$ cat src/rtl/stopwatch_pkg.sv
// Shared constants for the stopwatch time base: BCD digit width and per-digit limits.
package stopwatch_pkg;

  localparam int unsigned BCD_W        = 4;
  localparam int unsigned TENTHS_MAX   = 9;
  localparam int unsigned SEC_ONES_MAX = 9;
  localparam int unsigned SEC_TENS_MAX = 5;
  localparam int unsigned MIN_MAX      = 9;

endpackage

$ cat src/rtl/csa.sv
// Carry-select adder: sum/co = a + b + ci.
// The low half ripples; the high half is precomputed for both carry-ins and
// selected by the low-half carry-out.
// Ports: a, b (W bits), ci -> sum (W bits), co.
module CSA #(
  parameter int unsigned W = 4
) (
  input  logic [W-1:0] a,
  input  logic [W-1:0] b,
  input  logic         ci,
  output logic [W-1:0] sum,
  output logic         co
);

  localparam int unsigned LO_W = W / 2;
  localparam int unsigned HI_W = W - LO_W;

  logic [LO_W:0] lo_c;
  logic [HI_W:0] hi0_c;
  logic [HI_W:0] hi1_c;

  // Low half plus both speculative high halves
  always_comb begin
    lo_c  = {1'b0, a[LO_W-1:0]} + {1'b0, b[LO_W-1:0]} + {{LO_W{1'b0}}, ci};
    hi0_c = {1'b0, a[W-1:LO_W]} + {1'b0, b[W-1:LO_W]};
    hi1_c = hi0_c + (HI_W+1)'(1);
  end

  assign sum = lo_c[LO_W] ? {hi1_c[HI_W-1:0], lo_c[LO_W-1:0]}
                          : {hi0_c[HI_W-1:0], lo_c[LO_W-1:0]};
  assign co  = lo_c[LO_W] ? hi1_c[HI_W] : hi0_c[HI_W];

endmodule

$ cat src/rtl/stopwatch_time_counter_bcd_digit.sv
// One BCD digit of the stopwatch chain, incremented through a CSA.
// Ports: clk, reset_n (async, active-low), clear (sync), inc (advance one),
//        value (registered digit), carry (comb: inc while value is at MAX).
module bcd_digit
  import stopwatch_pkg::*;
#(
  parameter int unsigned MAX = 9
) (
  input  logic             clk,
  input  logic             reset_n,
  input  logic             clear,
  input  logic             inc,
  output logic [BCD_W-1:0] value,
  output logic             carry
);

  logic [BCD_W-1:0] value_q;
  logic [BCD_W-1:0] value_d;
  logic [BCD_W-1:0] sum_c;
  logic             at_max_c;
  logic             co_unused;

  // Wrap is decided before the add, so the adder carry-out is not needed
  CSA #(BCD_W) u_csa (
    .a   (value_q),
    .b   (BCD_W'(1)),
    .ci  (1'b0),
    .sum (sum_c),
    .co  (co_unused)
  );

  assign at_max_c = (value_q == BCD_W'(MAX));
  assign carry    = inc && at_max_c;
  assign value    = value_q;

  // Next digit value: clear > increment/wrap > hold
  always_comb begin
    value_d = value_q;
    if (clear) begin
      value_d = '0;
    end else if (inc) begin
      value_d = at_max_c ? '0 : sum_c;
    end
  end

  always_ff @(posedge clk or negedge reset_n) begin
    if (!reset_n) begin
      value_q <= '0;
    end else begin
      value_q <= value_d;
    end
  end

endmodule

$ cat src/rtl/stopwatch_time_counter.sv
// Stopwatch time base: prescaler producing tenth-second steps that drive a
// four-digit BCD chain M:SS.t, with registered tick and rollover pulses.
// Ports: clk, reset_n (async, active-low), init_regs (sync clear),
//        advance (count enable), tenths/sec_ones/sec_tens/minutes (BCD),
//        tick (new tenths visible), rollover (wrapped 9:59.9 -> 0:00.0).
module stopwatch_time_counter
  import stopwatch_pkg::*;
#(
  parameter int unsigned PRESCALE = 10_000_000,
  parameter int unsigned PRE_W    = 24
) (
  input  logic             clk,
  input  logic             reset_n,
  input  logic             init_regs,
  input  logic             advance,
  output logic [BCD_W-1:0] tenths,
  output logic [BCD_W-1:0] sec_ones,
  output logic [BCD_W-1:0] sec_tens,
  output logic [BCD_W-1:0] minutes,
  output logic             tick,
  output logic             rollover
);

  logic [PRE_W-1:0] pre_q;
  logic [PRE_W-1:0] pre_d;
  logic             tick_q;
  logic             tick_d;
  logic             roll_q;
  logic             roll_d;
  logic             step_c;
  logic             carry_t_c;
  logic             carry_so_c;
  logic             carry_st_c;
  logic             carry_m_c;

  // A step fires only on an advancing edge with the prescaler at its top value
  assign step_c = !init_regs && advance && (pre_q == PRE_W'(PRESCALE - 1));

  // Prescaler next state and pulse registers
  always_comb begin
    pre_d  = pre_q;
    tick_d = 1'b0;
    roll_d = 1'b0;
    if (init_regs) begin
      pre_d = '0;
    end else if (advance) begin
      pre_d  = step_c ? '0 : pre_q + PRE_W'(1);
      tick_d = step_c;
      roll_d = carry_m_c;
    end
  end

  always_ff @(posedge clk or negedge reset_n) begin
    if (!reset_n) begin
      pre_q  <= '0;
      tick_q <= 1'b0;
      roll_q <= 1'b0;
    end else begin
      pre_q  <= pre_d;
      tick_q <= tick_d;
      roll_q <= roll_d;
    end
  end

  assign tick     = tick_q;
  assign rollover = roll_q;

  // Digit chain; carries ripple through all four digits on one edge
  bcd_digit #(.MAX(TENTHS_MAX)) u_tenths (
    .clk     (clk),
    .reset_n (reset_n),
    .clear   (init_regs),
    .inc     (step_c),
    .value   (tenths),
    .carry   (carry_t_c)
  );

  bcd_digit #(.MAX(SEC_ONES_MAX)) u_sec_ones (
    .clk     (clk),
    .reset_n (reset_n),
    .clear   (init_regs),
    .inc     (carry_t_c),
    .value   (sec_ones),
    .carry   (carry_so_c)
  );

  bcd_digit #(.MAX(SEC_TENS_MAX)) u_sec_tens (
    .clk     (clk),
    .reset_n (reset_n),
    .clear   (init_regs),
    .inc     (carry_so_c),
    .value   (sec_tens),
    .carry   (carry_st_c)
  );

  bcd_digit #(.MAX(MIN_MAX)) u_minutes (
    .clk     (clk),
    .reset_n (reset_n),
    .clear   (init_regs),
    .inc     (carry_st_c),
    .value   (minutes),
    .carry   (carry_m_c)
  );

endmodule

$ cat config.mk
export PLATFORM = sky130hd
export DESIGN_NAME = stopwatch_time_counter
export DESIGN_NICKNAME = d
export VERILOG_FILES = /design/src/rtl/stopwatch_pkg.sv /design/src/rtl/csa.sv /design/src/rtl/stopwatch_time_counter_bcd_digit.sv /design/src/rtl/stopwatch_time_counter.sv
export SDC_FILE = /design/constraint.sdc
export NUM_CORES = 1
export LEC_CHECK = 0
export BUFFER_PORTS_ARGS = -buffer_cell sky130_fd_sc_hd__buf_2
export CORE_ASPECT_RATIO = 1.25
export CORE_UTILIZATION = 40
export DETAILED_ROUTE_END_ITERATION = 8
export PLACE_DENSITY = 0.7
export SLEW_MARGIN = 10
export SYNTH_ARGS = -nofsm -noshare
export SYNTH_HDL_FRONTEND = slang
export SYNTH_SLANG_ARGS = --single-unit
$ cat constraint.sdc
create_clock -name clk -period 3.3 [get_ports clk]
set_clock_uncertainty 0.05 [all_clocks]
set_input_delay 0.33 -clock clk [delete_from_list [all_inputs] [get_ports clk]]
set_output_delay 0.33 -clock clk [all_outputs]
set_load 0.05 [all_outputs]
### Word-level counts from Yosys, hierarchy flattened

Cells that the tools add are included.

* flip-flop bits (word level): 42
* input port bits: 4

* add/subtract/negate cells: 9
* equality and inequality tests: 5
* mux-type cells: 23
* reduce and logical (&&, ||, !) cells: 20

Operators by type and width (count)
* 2-to-1 mux 24 bit: 3
* 2-to-1 mux 4 bit: 16
* adder 24 x 1 -> 24 bit (second input constant): 1
* == test 24 bit (second input constant): 1
* adder 2 x 1 -> 3 bit (second input constant): 4
* == test 4 bit (second input constant): 3
* nonzero test 3 bit: 4
* nonzero test 2 bit: 5
* adder 2 x 1 -> 2 bit (second input constant): 4
* AND reduction 2 bit: 4
* logical AND 1 bit: 6
* == test 4 x 3 -> 1 bit (second input constant): 1
* 2-to-1 mux 1 bit: 4
* logical NOT 1 bit: 1

### Depth between registers and ports, before layout

Gate-level depths: netlist of run 1.

* word-level depth: 9
* depth in mapped cells: 7
* mapped depth without buffers: 6

### Modules after synthesis

From an unflattened synthesis of run 1, not the netlist that was laid out.

* cell total of the unflattened synthesis: 299
* area, all modules: 2854.0 um2

By module, submodules not included
* stopwatch_time_counter: instances 1, cells an instance 163, area each 1472.7 um2, sequential area each 650.6 um2
* bcd_digit: instances 4, cells an instance 15, area each 193.9 um2, sequential area each 100.1 um2
* CSA: instances 4, cells an instance 19, area each 151.4 um2, sequential area each 0.0 um2

### Worst setup path before layout of run 1

Ideal clock, no wire load.

* kind: register -> register
* from: reg u_tenths.value_q[0], in the netlist u_tenths.value[0]
* to: reg u_minutes.value_q[0], in the netlist u_minutes.value[0]
* setup time: 67 ps
* data arrival time: 2034 ps
* data required time: 3183 ps
* slack: 1149 ps
* cell stages (with the launch flop): 6
* buffers on the path: 0
* clock period less this slack: 2151 ps
* path through: dfrtp_1 -> and4bb_2 -> nand2_1 -> or3_4 -> or4_1 -> nand2_1

* cells in the longest elaborated chain, start to end: 5

RTL lines
* start, declared: line stopwatch_time_counter_bcd_digit.sv:17 `logic [BCD_W-1:0] value_q;`
* start signal, assigned: line stopwatch_time_counter_bcd_digit.sv:50 `value_q <= value_d;`
* == test 4 bit: line stopwatch_time_counter_bcd_digit.sv:32 `assign at_max_c = (value_q == BCD_W'(MAX));`
* logical AND 1 bit (3 in series): line stopwatch_time_counter_bcd_digit.sv:33 `assign carry = inc && at_max_c;`
* nonzero test 2 bit (no line)
* end signal, assigned: line stopwatch_time_counter_bcd_digit.sv:50
* end, declared: line stopwatch_time_counter_bcd_digit.sv:17

No other way between the ends.
A chain may end at the register's enable or synchronous reset.

### Final worst setup path of run 1

* from: reg pre_q[14]
* to: reg u_tenths.value_q[0], in the netlist u_tenths.value[0]

* cells in the longest elaborated chain, start to end: 3

RTL lines
* start, declared: line stopwatch_time_counter.sv:24 `logic [PRE_W-1:0] pre_q;`
* start signal, assigned: line stopwatch_time_counter.sv:59 `pre_q <= pre_d;`
* == test 24 bit: line stopwatch_time_counter.sv:37 `assign step_c = !init_regs && advance && (pre_q == PRE_W'(PRESCALE - 1));`
* logical AND 1 bit: line stopwatch_time_counter.sv:37
* nonzero test 2 bit (no line)

No other way between the ends.

==> flow_results.org, run 1 <==
** Synth
- Per-instance average area after synthesis :: 9.31 µm²
- Share of synthesized area occupied by flip-flops and latches :: 0.450
- Synthesized-area fraction occupied by ao, oa, aoi and oai cells :: 0.0739
- Synthesized netlist net count :: 256
- Of the total synthesized cell area, the portion taken by AND, OR, NAND and NOR gates is 0.345.
- Of the total synthesized cell area, the portion taken by XOR and XNOR cells is 0.0712.
- The cell area that synthesis handed to floorplanning was 0.00234 mm².
- The synthesized design spends more area on one cell type than any other, namely dfrtp_1.
- Counting instances in the post-synthesis netlist gives the leading cell types as 42 x dfrtp_1, 34 x nor2_1, 24 x nand2_1.
- Count of warnings emitted by yosys :: 0
- Leading post-synthesis cells by cell area :: dfrtp_1 45%, xor2_1 5.6%, nor2_1 5.5%
- Synthesis inferred 42 register bits.
- The synthesized design contains 0 enable-type register cells.
- After synthesis, the largest family of logic cells by area is simple AND/OR/NAND/NOR gates.
- Among all cell types in the netlist, the one instantiated most often is dfrtp_1.
- After synthesis, the share of cell area in mux cells is 0.0262.
- Of the total synthesized cell area, the portion taken by full adders, half adders and majority gates is 0.00535.
- In the synthesized netlist the dominant register cell turns out to be dfrtp_1.
- Number of instances in the synthesized netlist :: 251
- Number of distinct library cell variants in the gate-level netlist after synthesis :: 47
- Share of async-settable or async-resettable flops after synthesis :: 1.00
- Of the post-synthesis cell area, the dominant cell type holds 0.450.

** Floorplanning
- 22 I/O pins were placed.
- The die covers 0.00615 mm².
- In this run the horizontal extent of the chip is 70.4 µm.
- In this run the vertical extent of the chip is 87.5 µm.
- The region available for standard cell placement spans 0.00552 mm².
- Starting density of the core :: 0.424
- FP Rows :: 30

** Global route
- In the global route stage, overall resource usage came out at 0.179.
- Global-route congestion overflow total :: 0
- Initial antenna violation count :: 0
- Maximum number of pins on one net before global-route repair :: 43
- Via count of the first global-routing pass :: 1885
- Global-route wire length before repair :: 8760 µm

** Timing
- Setup slack closes at 0.705 ns.
- RSZ-0062 raised after global routing :: no
- At the pin with the least slew margin, the transition time is 0.912 ns.
- Final total negative setup slack :: 0 ns
- Of the available clock period, the critical path in the final layout requires 0.786.
- Headroom to the max-slew limit :: 0.392
- Endpoints failing setup :: 0
- Count of endpoints failing hold in the final timing report :: 0
- Tmin final :: 2.60 ns
- Number of max-slew violations in the final report :: 0
- Maximum operating frequency :: 385 MHz

** Power and ir drop
- The design draws 0.896 mW.
- PwrDens :: 348 mW/mm²
- Peak supply drop :: 0.166 mV
- The analysis attributes to cell leakage a power of 1.11 nW.

** Clock network
- Clock tree synthesis selected as its root buffer the cell clkbuf_8.
- At the later pin of the worst-skew pair, clock insertion delay measures 0.30 ns.
- Post-CTS repair changed the size of 0 cells.
- After clock tree synthesis, the setup repair step added 0 buffers.
- Clock buffer count from CTS :: 5
- CTS clk-pin slew, worst paths :: 0.09 ns
- Max Buffers Root-to-Sink :: 2
- Clock tree from TritonCTS :: yes
- The H-tree was split into 2 levels.
- Count of clock tree sinks :: 42
- In this run, post-CTS hold repair placed 0 buffers.

** Critical path
- FF-to-FF path depth :: 5
- In this run the critical register-to-register path is launched from pre_q[14]$_DFFE_PN0P_.
- Last element of the critical path :: u_tenths.value[0]$_DFFE_PN0P_
- STA classifies the critical path startpoint as a flip-flop.
- Stage delay of the slowest cell on the critical path :: 0.56 ns
- Critical Path Sink Type :: flip-flop
- Among all stages on the critical path, the largest delay is contributed by nand2_1.
- Startpoint of the worst setup timing path :: pre_q[14]$_DFFE_PN0P_
- Crit path kind :: flip-flop to flip-flop
- The setup check on the worst reg-to-reg path leaves a slack of 0.70 ns.
- Data on the critical path is required at its endpoint by 3.40 ns.
- Crit path cell chain :: nor3b_1, nand4_1, or3_1, nand2_1, mux2i_1
- Data arrival time of the critical path :: 2.70 ns
- Of all nets on the critical path, the largest fanout is 21.
- Endpoint of the lowest-slack register-to-register path :: u_tenths.value[0]$_DFFE_PN0P_

** Placement
- Summing all placed instances gives a cell area of 0.00248 mm².
- HPWL after detailed placement :: 3600 µm
- Global placement routability congestion :: 0.864
- Port-buffer cells :: 21
- Prior to clock tree synthesis, the placed netlist has a worst setup slack of 0.771 ns.

** Drt
- Avg Vias per Cell :: 5.76
- In this run the remaining antenna-violating nets after routing total 0.
- The routed layout has 1934 vias.
- Number of DRC violations after detailed routing :: 0
- Wires add up to 5090 µm.
- Post-detailed-route wirelength per cell :: 15.1 µm
- For this block, the initial DRC count from the detailed router was 143.
- The first TritonRoute pass finished after 4 iterations.

** Layout
- Post-route standard cell area excluding fillers :: 0.00258 mm²
- In the final layout, the share of cells above drive strength 1 is 0.154.
- 0 antenna diodes ended up in the layout.
- Count of nets after finishing :: 276
- Growth of design area from synthesis to finish :: 10.2%

** Status
- The flow ran to the end, and the final reports show no timing, DRC or antenna violations.

** Worst hold path
- The min-delay analysis places its worst path in the category primary input to asynchronous set/reset pin.

** Job
- The tool flagged a number of max-cap violations equal to 0.
==> area by class of cell <==
type | count | area, µm²
multi-input combinational | 194 | 1220
clock buffer | 6 | 82.6
timing repair buffer | 21 | 105
clock inverter | 2 | 12.5
inverter | 7 | 26.3
fill | 526 | 2940
sequential | 42 | 1050
tap | 64 | 80.1
==> worst min path at each step <==
| stage | startpoint | end | slack, ns |
|---|---|---|---|
| 6_report | reset_n | u_minutes.value[3]$_DFFE_PN0P_ | 0.10 |
| 3_3_place_gp | u_sec_ones.value[0]$_DFFE_PN0P_ | u_sec_ones.value[0]$_DFFE_PN0P_ | 0.46 |
| 5_1_grt | reset_n | u_sec_tens.value[1]$_DFFE_PN0P_ | 0.18 |
| 4_1_cts | reset_n | u_sec_tens.value[1]$_DFFE_PN0P_ | 0.15 |
| 2_1_floorplan | reset_n | pre_q[0]$_DFFE_PN0P_ | -0.02 |
| 3_5_place_dp | u_sec_ones.value[0]$_DFFE_PN0P_ | u_sec_ones.value[0]$_DFFE_PN0P_ | 0.47 |
==> layer usage <==
metal,part of all wire,GRT usage,up-vias
met2,0.50,0.319,47
met1,0.44,0.207,935
li1,-,-,939
met4,0.022,0.0764,0
met5,0,0,-
met3,0.038,0.0370,13
==> worst max-delay path: cells and delay by family (launching register included) <==
family / cells / cell delay (ns)
and+or+nand+nor: 4 / 1.81
muxes: 1 / 0.15
DFF: 1 / 0.43
==> state kept, by name (all words and copies together) (netlist names) <==
register	count
pre_q	24
rollover	1
tick	1
u_minutes.value	4
u_sec_ones.value	4
u_sec_tens.value	4
u_tenths.value	4
==> cells in the final DEF (no fill, tap or decap), types with 3 or more instances in the layout <==
| cell type | Yosys | layout |
|---|---|---|
| buf_2 | 2 | 21 |
| xnor2_1 | 4 | 4 |
| and3_1 | 5 | 5 |
| nand2_1 | 24 | 24 |
| inv_1 | 7 | 7 |
| dfrtp_1 | 42 | 42 |
| o21ai_0 | 12 | 12 |
| nor3b_1 | 5 | 5 |
| nor4b_1 | 3 | 3 |
| a21oi_1 | 10 | 10 |
| mux2i_1 | 5 | 5 |
| clkbuf_8 | 0 | 6 |
| xor2_1 | 15 | 15 |
| nor2_1 | 34 | 34 |
| or3_1 | 7 | 7 |
| nand3_1 | 12 | 12 |
| nor4_1 | 4 | 4 |
| nor3_1 | 4 | 4 |
| nor2b_1 | 4 | 4 |
| nand4_1 | 13 | 13 |
==> through the flow <==
stage | util | instances | hold slack, ns
after floorplan | - | 251 | -0.0156
after global placement | 0.450 | 328 | 0.459
after detailed placement | 0.450 | 328 | 0.468
after CTS | 0.467 | 336 | 0.148
after global routing | 0.467 | 336 | 0.175
final | 0.467 | 336 | 0.102
==> cell families (layout without fill, tap and decap cells) <==
| logic type | after synthesis | count (layout) |
|---|---|---|
| AOI/OAI and AO/OA | 30 | 30 |
| xor gates and xnor gates | 19 | 19 |
| adders and majority gates | 1 | 1 |
| buffers and inverters | 15 | 36 |
| DFF | 42 | 42 |
| muxes | 6 | 6 |
| and+or+nand+nor | 138 | 138 |
==> power breakdown <==
group,switching [mW],internal [mW],total [mW],leakage [nW]
combinational,0.0255,0.00570,0.0312,0.478
clock,0.178,0.168,0.346,0.0472
sequential,0.00249,0.516,0.519,0.586
No activity file was read; power rests on OpenSTA's default activity.
==> run 2, diff against run 1 <==
==> constraint.sdc (replaced) <==
create_clock -name clk -period 2.5 [get_ports clk]
set_clock_uncertainty 0.05 [all_clocks]
set_input_delay 0.25 -clock clk [delete_from_list [all_inputs] [get_ports clk]]
set_output_delay 0.25 -clock clk [all_outputs]
set_load 0.05 [all_outputs]
==> run 2 against run 1 <==
Effect of this change:
- largest cell class unchanged
- first-iteration DRC count down 54%
- sequential power up 32%
- non-clock buffer count up 7
- clock-buffer cell count up 1
==> flow_results.org, run 2 (synthesis results as in run 1) <==
** Status
- Status: complete, no violations (unchanged).

** Clock network
- The total clock sinks is 42 (unchanged).
- Cell at the root of the clock tree :: clkbuf_8 (unchanged)
- Number of buffers inserted by hold repair at cts :: 0 (unchanged)
- PostCTS Resize Cnt :: 0 (unchanged)
- Clock tree from TritonCTS :: yes (unchanged)
- CTS H-tree lvls :: 2 (unchanged)
- The clock-pin slew on the worst setup and hold paths was 0.08 ns (was 0.09 ns).
- The number of buffers added by the clock tree synthesis step came to 5 (unchanged).
- Worst-Skew Late Latency :: 0.29 ns (was 0.30 ns)
- Max Buffers Root-to-Sink :: 2 (unchanged)
- Number of setup buffers added after CTS :: 0 (unchanged)

** Floorplanning
- The initial cell density of the core came to 0.424 (unchanged).
- The top-level port count is 22 (unchanged).
- The horizontal die dimension is 70.4 µm (unchanged).
- The area of the die came to 0.00615 mm² (unchanged).
- The height of the die came to 87.5 µm (unchanged).
- The core area came to 0.00552 mm² (unchanged).
- FP Rows :: 30 (unchanged)

** Job
- The number of max-cap violations came to 0 (unchanged).

** Power and ir drop
- PwrDens :: 448 mW/mm² (was 348 mW/mm²)
- The power consumption is 1.18 mW (was 0.896 mW).
- The peak supply drop was 0.221 mV (was 0.166 mV).
- The static leakage came to 1.15 nW (was 1.11 nW).

** Global route
- The number of global-route vias before repair was 1855 (was 1885).
- The overflow left after global routing was 0 (unchanged).
- Initial antenna violation count :: 0 (unchanged)
- Maximum number of pins on one net before global-route repair :: 43 (unchanged)
- The global-route usage over all layers came to 0.175 (was 0.179).
- The first-pass GRT wire length was 8500 µm (was 8760 µm).

** Timing
- The setup TNS was 0 ns (unchanged).
- The setup violation total in the final timing report was 0 (unchanged).
- The hold violation count in the final report is 0 (unchanged).
- RSZ-0062 raised after global routing :: no (unchanged)
- Maximum operating frequency :: 434 MHz (was 385 MHz)
- The slew at the pin closest to its max-slew limit came to 0.914 ns (was 0.912 ns).
- Worst-case hold slack :: 0.0335 ns (was 0.102 ns)
- Fin crit share :: 0.921 (was 0.786)
- The relative max-transition margin is 0.391 (was 0.392).
- The minimum clock period is 2.30 ns (was 2.60 ns).
- The number of pins with negative max-slew slack in the final report was 0 (unchanged).

** Layout
- Leading cell types in the layout, fill and taps excluded :: 42 x dfrtp_1, 34 x nor2_1, 24 x nand2_1 (unchanged)
- Most common library cell in the layout ignoring fill and taps :: dfrtp_1 (unchanged)
- Fraction of layout cells with a size suffix above 1 :: 0.172 (was 0.154)
- Fillers :: 539 (was 526)
- The area added between synthesis and finish was 12.8% (was 10.2%).
- Flip-flop count of the largest register, all copies and words added :: 24 (unchanged)
- Register ranked first by flip-flop count :: pre_q (unchanged)
- Count of nets after finishing :: 283 (was 276)
- The diode insertion count for antenna repair was 0 (unchanged).

** Critical path
- The slowest library cell on the worst path was or4_4 (was nand2_1).
- Category of cells accounting for the largest share of critical-path delay :: simple AND/OR/NAND/NOR gates (unchanged)
- Stage delay of the slowest cell on the critical path :: 0.50 ns (was 0.56 ns)
- The data required time at the worst endpoint came to 2.67 ns (was 3.40 ns).
- The number of buffers and inverters on the critical path is 0 (unchanged).
- The capturing element type of the critical path is a flip-flop (unchanged).
- Crit path cell chain: nor3b_1, nand3_1, or4_4, or3_1, a21oi_1 (was nor3b_1, nand4_1, or3_1, nand2_1, mux2i_1).
- The critical register-to-register path endpoint is u_tenths.value[2]$_DFFE_PN0P_ (was u_tenths.value[0]$_DFFE_PN0P_).
- Register-to-Register Setup Slack :: 0.20 ns (was 0.70 ns)
- RR Startpoint :: pre_q[13]$_DFFE_PN0P_ (was pre_q[14]$_DFFE_PN0P_)
- The endpoint arrival time on the critical path was 2.47 ns (was 2.70 ns).
- The critical path startpoint category is a flip-flop (unchanged).
- The number of cells traversed by the worst register-to-register path came to 5 (unchanged).
- The critical path start-end classification is flip-flop to flip-flop (unchanged).
- Critical path peak fanout :: 6 (was 21)

** Drt
- The overall via count from detail_route is 1972 (was 1934).
- The average wire per standard cell came to 14.9 µm (was 15.1 µm).
- The post-route antenna net violation count is 0 (unchanged).
- Number of detailed-route iterations in the first pass :: 4 (unchanged)
- The aggregate routed wire length is 5130 µm (was 5090 µm).
- Number of DRC violations after detailed routing :: 0 (unchanged)
- The via count normalized by instance count came to 5.75 (was 5.76).
- DRC violation total after the first TritonRoute iteration :: 66 (was 143)

** Worst hold path
- Classification of the worst-slack hold path :: primary input to asynchronous set/reset pin (unchanged)

** Placement
- The half-perimeter wire length after placement was 3760 µm (was 3600 µm).
- Port-buffer cells :: 21 (unchanged)
- Global placement routability congestion :: 0.832 (was 0.864)
run 2: cell count changes in the layout (fill, tap and decap cells not counted), sizes merged:
cell      previous run  this run
clkbuf               6         7
buf                 21        28
clkinvlp             1         0
run 2: worst max-delay path by stage:
stage                                  start                              to  slack, ns  cells past startpoint
2_1_floorplan  u_tenths.value[0]$_DFFE_PN0P_  u_minutes.value[0]$_DFFE_PN0P_       0.35                      5
3_3_place_gp            pre_q[0]$_DFFE_PN0P_   u_tenths.value[1]$_DFFE_PN0P_       0.33                      6
3_5_place_dp            pre_q[0]$_DFFE_PN0P_   u_tenths.value[2]$_DFFE_PN0P_       0.27                      6
4_1_cts                 pre_q[0]$_DFFE_PN0P_   u_tenths.value[2]$_DFFE_PN0P_       0.23                      6
5_1_grt                pre_q[14]$_DFFE_PN0P_   u_tenths.value[2]$_DFFE_PN0P_       0.05                      5
6_report               pre_q[13]$_DFFE_PN0P_   u_tenths.value[2]$_DFFE_PN0P_       0.20                      5
run 2: cell type report:
| type | count | area [µm²] | share of cell area |
|---|---|---|---|
| Clock inverter | 1 | 5.00 | 0.00190 |
| Clock buffer | 7 | 86.3 | 0.0327 |
| Inverter | 7 | 26.3 | 0.00996 |
| Tap cell | 64 | 80.1 | 0.0304 |
| Multi-Input combinational cell | 194 | 1220 | 0.462 |
| Timing Repair Buffer | 28 | 170 | 0.0645 |
| Sequential cell | 42 | 1050 | 0.398 |
run 2: stage by stage:
step	std cells	setup slack [ns]	utilization	cell area, µm²
after CTS	343	0.231	0.478	2640
after floorplan	251	0.349	-	2340
after detailed placement	335	0.266	0.461	2550
final	343	0.198	0.478	2640
after global routing	343	0.0450	0.478	2640
after global placement	335	0.334	0.461	2550
run 2: where the power goes:
part	leakage, nW	switching (mW)	internal, mW
Sequential	0.586	0.00320	0.681
Clock	0.0482	0.227	0.223
Combinational	0.519	0.0353	0.0128
run 2: metal layers:
metal | vias to the layer above | track usage | share of wire
li1 | 948 | - | -
met5 | - | 0 | 0
met3 | 9 | 0.0255 | 0.031
met2 | 43 | 0.322 | 0.51
met4 | 0 | 0.0727 | 0.025
met1 | 972 | 0.201 | 0.44
==> run 3, diff against run 2 <==
--- a/config.mk
+++ b/config.mk
@@ -9,8 +9,10 @@
 export CORE_ASPECT_RATIO = 1.25
 export CORE_UTILIZATION = 40
 export DETAILED_ROUTE_END_ITERATION = 8
+export GPL_TIMING_DRIVEN = 0
 export PLACE_DENSITY = 0.7
 export SLEW_MARGIN = 10
 export SYNTH_ARGS = -nofsm -noshare
 export SYNTH_HDL_FRONTEND = slang
 export SYNTH_SLANG_ARGS = --single-unit
+export TNS_END_PERCENT = 50
==> run 3 against run 2 <==
Effect of this change:
- register-to-register slack worse by 0.07 ns
- hold slack better by 0.0020 ns
- routed wire length down 0.55%
- largest cell class unchanged
- critical endpoint is now pre_q[21]$_DFFE_PN0P_
==> flow_results.org, run 3 (synthesis results as in run 1) <==
** Status
- Status: complete, no violations (unchanged).

** Timing
- Final total negative setup slack :: 0 ns (unchanged)
- The number of pins with negative max-slew slack in the final report came to 0 (unchanged).
- The hold slack was 0.0356 ns (was 0.0335 ns).
- The minimum clock period was 2.37 ns (was 2.30 ns).
- The setup violation total in the final timing report came to 0 (unchanged).
- The share of the cycle needed by the critical path after routing was 0.947 (was 0.921).
- Headroom to the max-slew limit :: 0.373 (was 0.391)
- The slew at the pin closest to its max-slew limit came to 0.941 ns (was 0.914 ns).
- The achievable clock frequency came to 422 MHz (was 434 MHz).
- Setup slack after layout :: 0.131 ns (was 0.198 ns)
- RSZ-0062 raised after global routing :: no (unchanged)
- Count of endpoints failing hold in the final timing report :: 0 (unchanged)

** Layout
- Leading cell types in the layout, fill and taps excluded: 42 x dfrtp_1, 34 x nor2_1, 24 x nand2_1 (unchanged).
- Count of placed standard cells in the final layout, fillers left out :: 343 (unchanged)
- Fraction of layout cells with a size suffix above 1 :: 0.165 (was 0.172)
- Count of nets after finishing :: 283 (unchanged)
- The diode insertion count for antenna repair is 0 (unchanged).
- The largest register by flop count is pre_q (unchanged).
- Most common library cell in the layout ignoring fill and taps :: dfrtp_1 (unchanged)
- Flip-flop count of the largest register, all copies and words added :: 24 (unchanged)
- The area added between synthesis and finish came to 12.0% (was 12.8%).

** Global route
- The first-pass GRT wire length is 8840 µm (was 8500 µm).
- The number of antenna violations at the first check in global routing was 0 (unchanged).
- Maximum number of pins on one net before global-route repair :: 43 (unchanged)
- The overflow left after global routing was 0 (unchanged).
- Total global-route track usage :: 0.180 (was 0.175)
- Via count of the first global-routing pass :: 1900 (was 1855)

** Drt
- Number of detailed-route iterations in the first pass :: 4 (unchanged)
- The via count normalized by instance count is 5.62 (was 5.75).
- Antenna viol nets, final :: 0 (unchanged)
- DRC violation total after the first TritonRoute iteration :: 93 (was 66)
- Post-detailed-route wirelength per cell :: 14.9 µm (about the same)
- The overall via count from detail_route came to 1926 (was 1972).
- Number of DRC violations after detailed routing :: 0 (unchanged)
- Final WL :: 5100 µm (was 5130 µm)

** Clock network
- The cell at the root of the clock tree is clkbuf_8 (unchanged).
- The deepest clock path buffer count came to 2 (unchanged).
- Worst-Skew Late Latency :: 0.30 ns (was 0.29 ns)
- Count of clock tree sinks :: 42 (unchanged)
- CTS H-tree lvls :: 2 (unchanged)
- CTS clk-pin slew, worst paths :: 0.08 ns (about the same)
- Clock buffer count from CTS :: 5 (unchanged)
- Number of buffers inserted by hold repair at cts :: 0 (unchanged)
- Clock tree from TritonCTS :: yes (unchanged)

** Critical path
- The largest fanout of any net on the critical path was 10 (was 6).
- Crit path kind :: flip-flop to flip-flop (unchanged)
- The endpoint arrival time on the critical path is 2.50 ns (was 2.47 ns).
- FF-to-FF path depth :: 7 (was 5)
- Critical path data required time :: 2.63 ns (was 2.67 ns)
- The critical path startpoint category is a flip-flop (unchanged).
- Endpoint of the lowest-slack register-to-register path :: pre_q[21]$_DFFE_PN0P_ (was u_tenths.value[2]$_DFFE_PN0P_)
- Critical Path Sink Type :: flip-flop (unchanged)
- The worst setup slack for register-to-register paths came to 0.13 ns (was 0.20 ns).
- The reg-to-reg startpoint was pre_q[11]$_DFFE_PN0P_ (was pre_q[13]$_DFFE_PN0P_).

** Floorplanning
- The height of the die came to 87.5 µm (unchanged).
- Total die area :: 0.00615 mm² (unchanged)
- Number of I/O pins :: 22 (unchanged)
- Floorplan core area :: 0.00552 mm² (unchanged)
- Die Width :: 70.4 µm (unchanged)
- The initial cell density of the core was 0.424 (unchanged).
- FP Rows :: 30 (unchanged)

** Placement
- Total placed cells including tap cells :: 335 (unchanged)
- Port-buffer cells :: 20 (was 21)
- The setup slack after placement was 0.106 ns (was 0.266 ns).
- HPWL after detailed placement :: 3640 µm (was 3760 µm)
- The weighted congestion at the end of routability-driven global placement was 0.869 (was 0.832).

** Power and ir drop
- The peak supply drop was 0.227 mV (was 0.221 mV).
- The power per cell area was 456 mW/mm² (was 448 mW/mm²).
- The static leakage came to 1.14 nW (was 1.15 nW).
- The power consumption came to 1.19 mW (was 1.18 mW).

** Worst hold path
- Classification of the worst-slack hold path :: primary input to asynchronous set/reset pin (unchanged)

** Job
- The number of max-cap violations was 0 (unchanged).
[run 3: where the power goes]
| part | internal, mW | switching (mW) | total, mW |
|---|---|---|---|
| combinational | 0.00919 | 0.0348 | 0.0440 |
| clock | 0.223 | 0.241 | 0.464 |
| sequential | 0.681 | 0.00349 | 0.685 |
[run 3: area by class of cell]
type / count / area (µm²)
clock inverter: 1 / 5.00
buffer: 8 / 41.3
timing repair buffer: 20 / 100
inverter: 7 / 26.3
tap: 64 / 80.1
sequential: 42 / 1050
fill: 519 / 2900
multi-input combinational: 194 / 1230
clock buffer: 7 / 86.3
[run 3: per-stage QoR]
step | area [µm²] | utilization
after floorplan | 2340 | -
after global placement | 2520 | 0.456
after detailed placement | 2520 | 0.456
after CTS | 2610 | 0.473
after global routing | 2620 | 0.475
final | 2620 | 0.475
[run 3: what timing repair did]
item / in CTS / in global routing
buffers inserted: 0 / 0
hold endpoints to repair: 0 / 0
resized for setup: 0 / 2
setup endpoints to repair: 0 / 23
[run 3: how the worst max path moves through the flow]
stage | start | end | slack [ns] | depth (start not counted)
after global routing | pre_q[11]$_DFFE_PN0P_ | pre_q[21]$_DFFE_PN0P_ | 0.002 | 7
after CTS | pre_q[13]$_DFFE_PN0P_ | pre_q[21]$_DFFE_PN0P_ | 0.07 | 6
after floorplan | u_tenths.value[0]$_DFFE_PN0P_ | u_minutes.value[0]$_DFFE_PN0P_ | 0.35 | 5
after detailed placement | pre_q[13]$_DFFE_PN0P_ | pre_q[21]$_DFFE_PN0P_ | 0.11 | 6
after global placement | pre_q[0]$_DFFE_PN0P_ | pre_q[16]$_DFFE_PN0P_ | 0.12 | 6
final | pre_q[11]$_DFFE_PN0P_ | pre_q[21]$_DFFE_PN0P_ | 0.13 | 7
[run 3: critical path: stages (launching register included)]
cell,delay (ns)
dfrtp_1,0.38
buf_6,0.14
nor4b_4,0.39
nand4_1,0.28
or3_1,0.54
nand2_1,0.16
buf_2,0.24
nor2_1,0.08
[run 3: layer usage]
layer	vias to the layer above	wire, µm	global-route usage
li1	951	-	-
met5	-	0	0
met1	931	2290	0.209
met4	0	129	0.0782
met2	33	2540	0.322
met3	11	142	0.0336
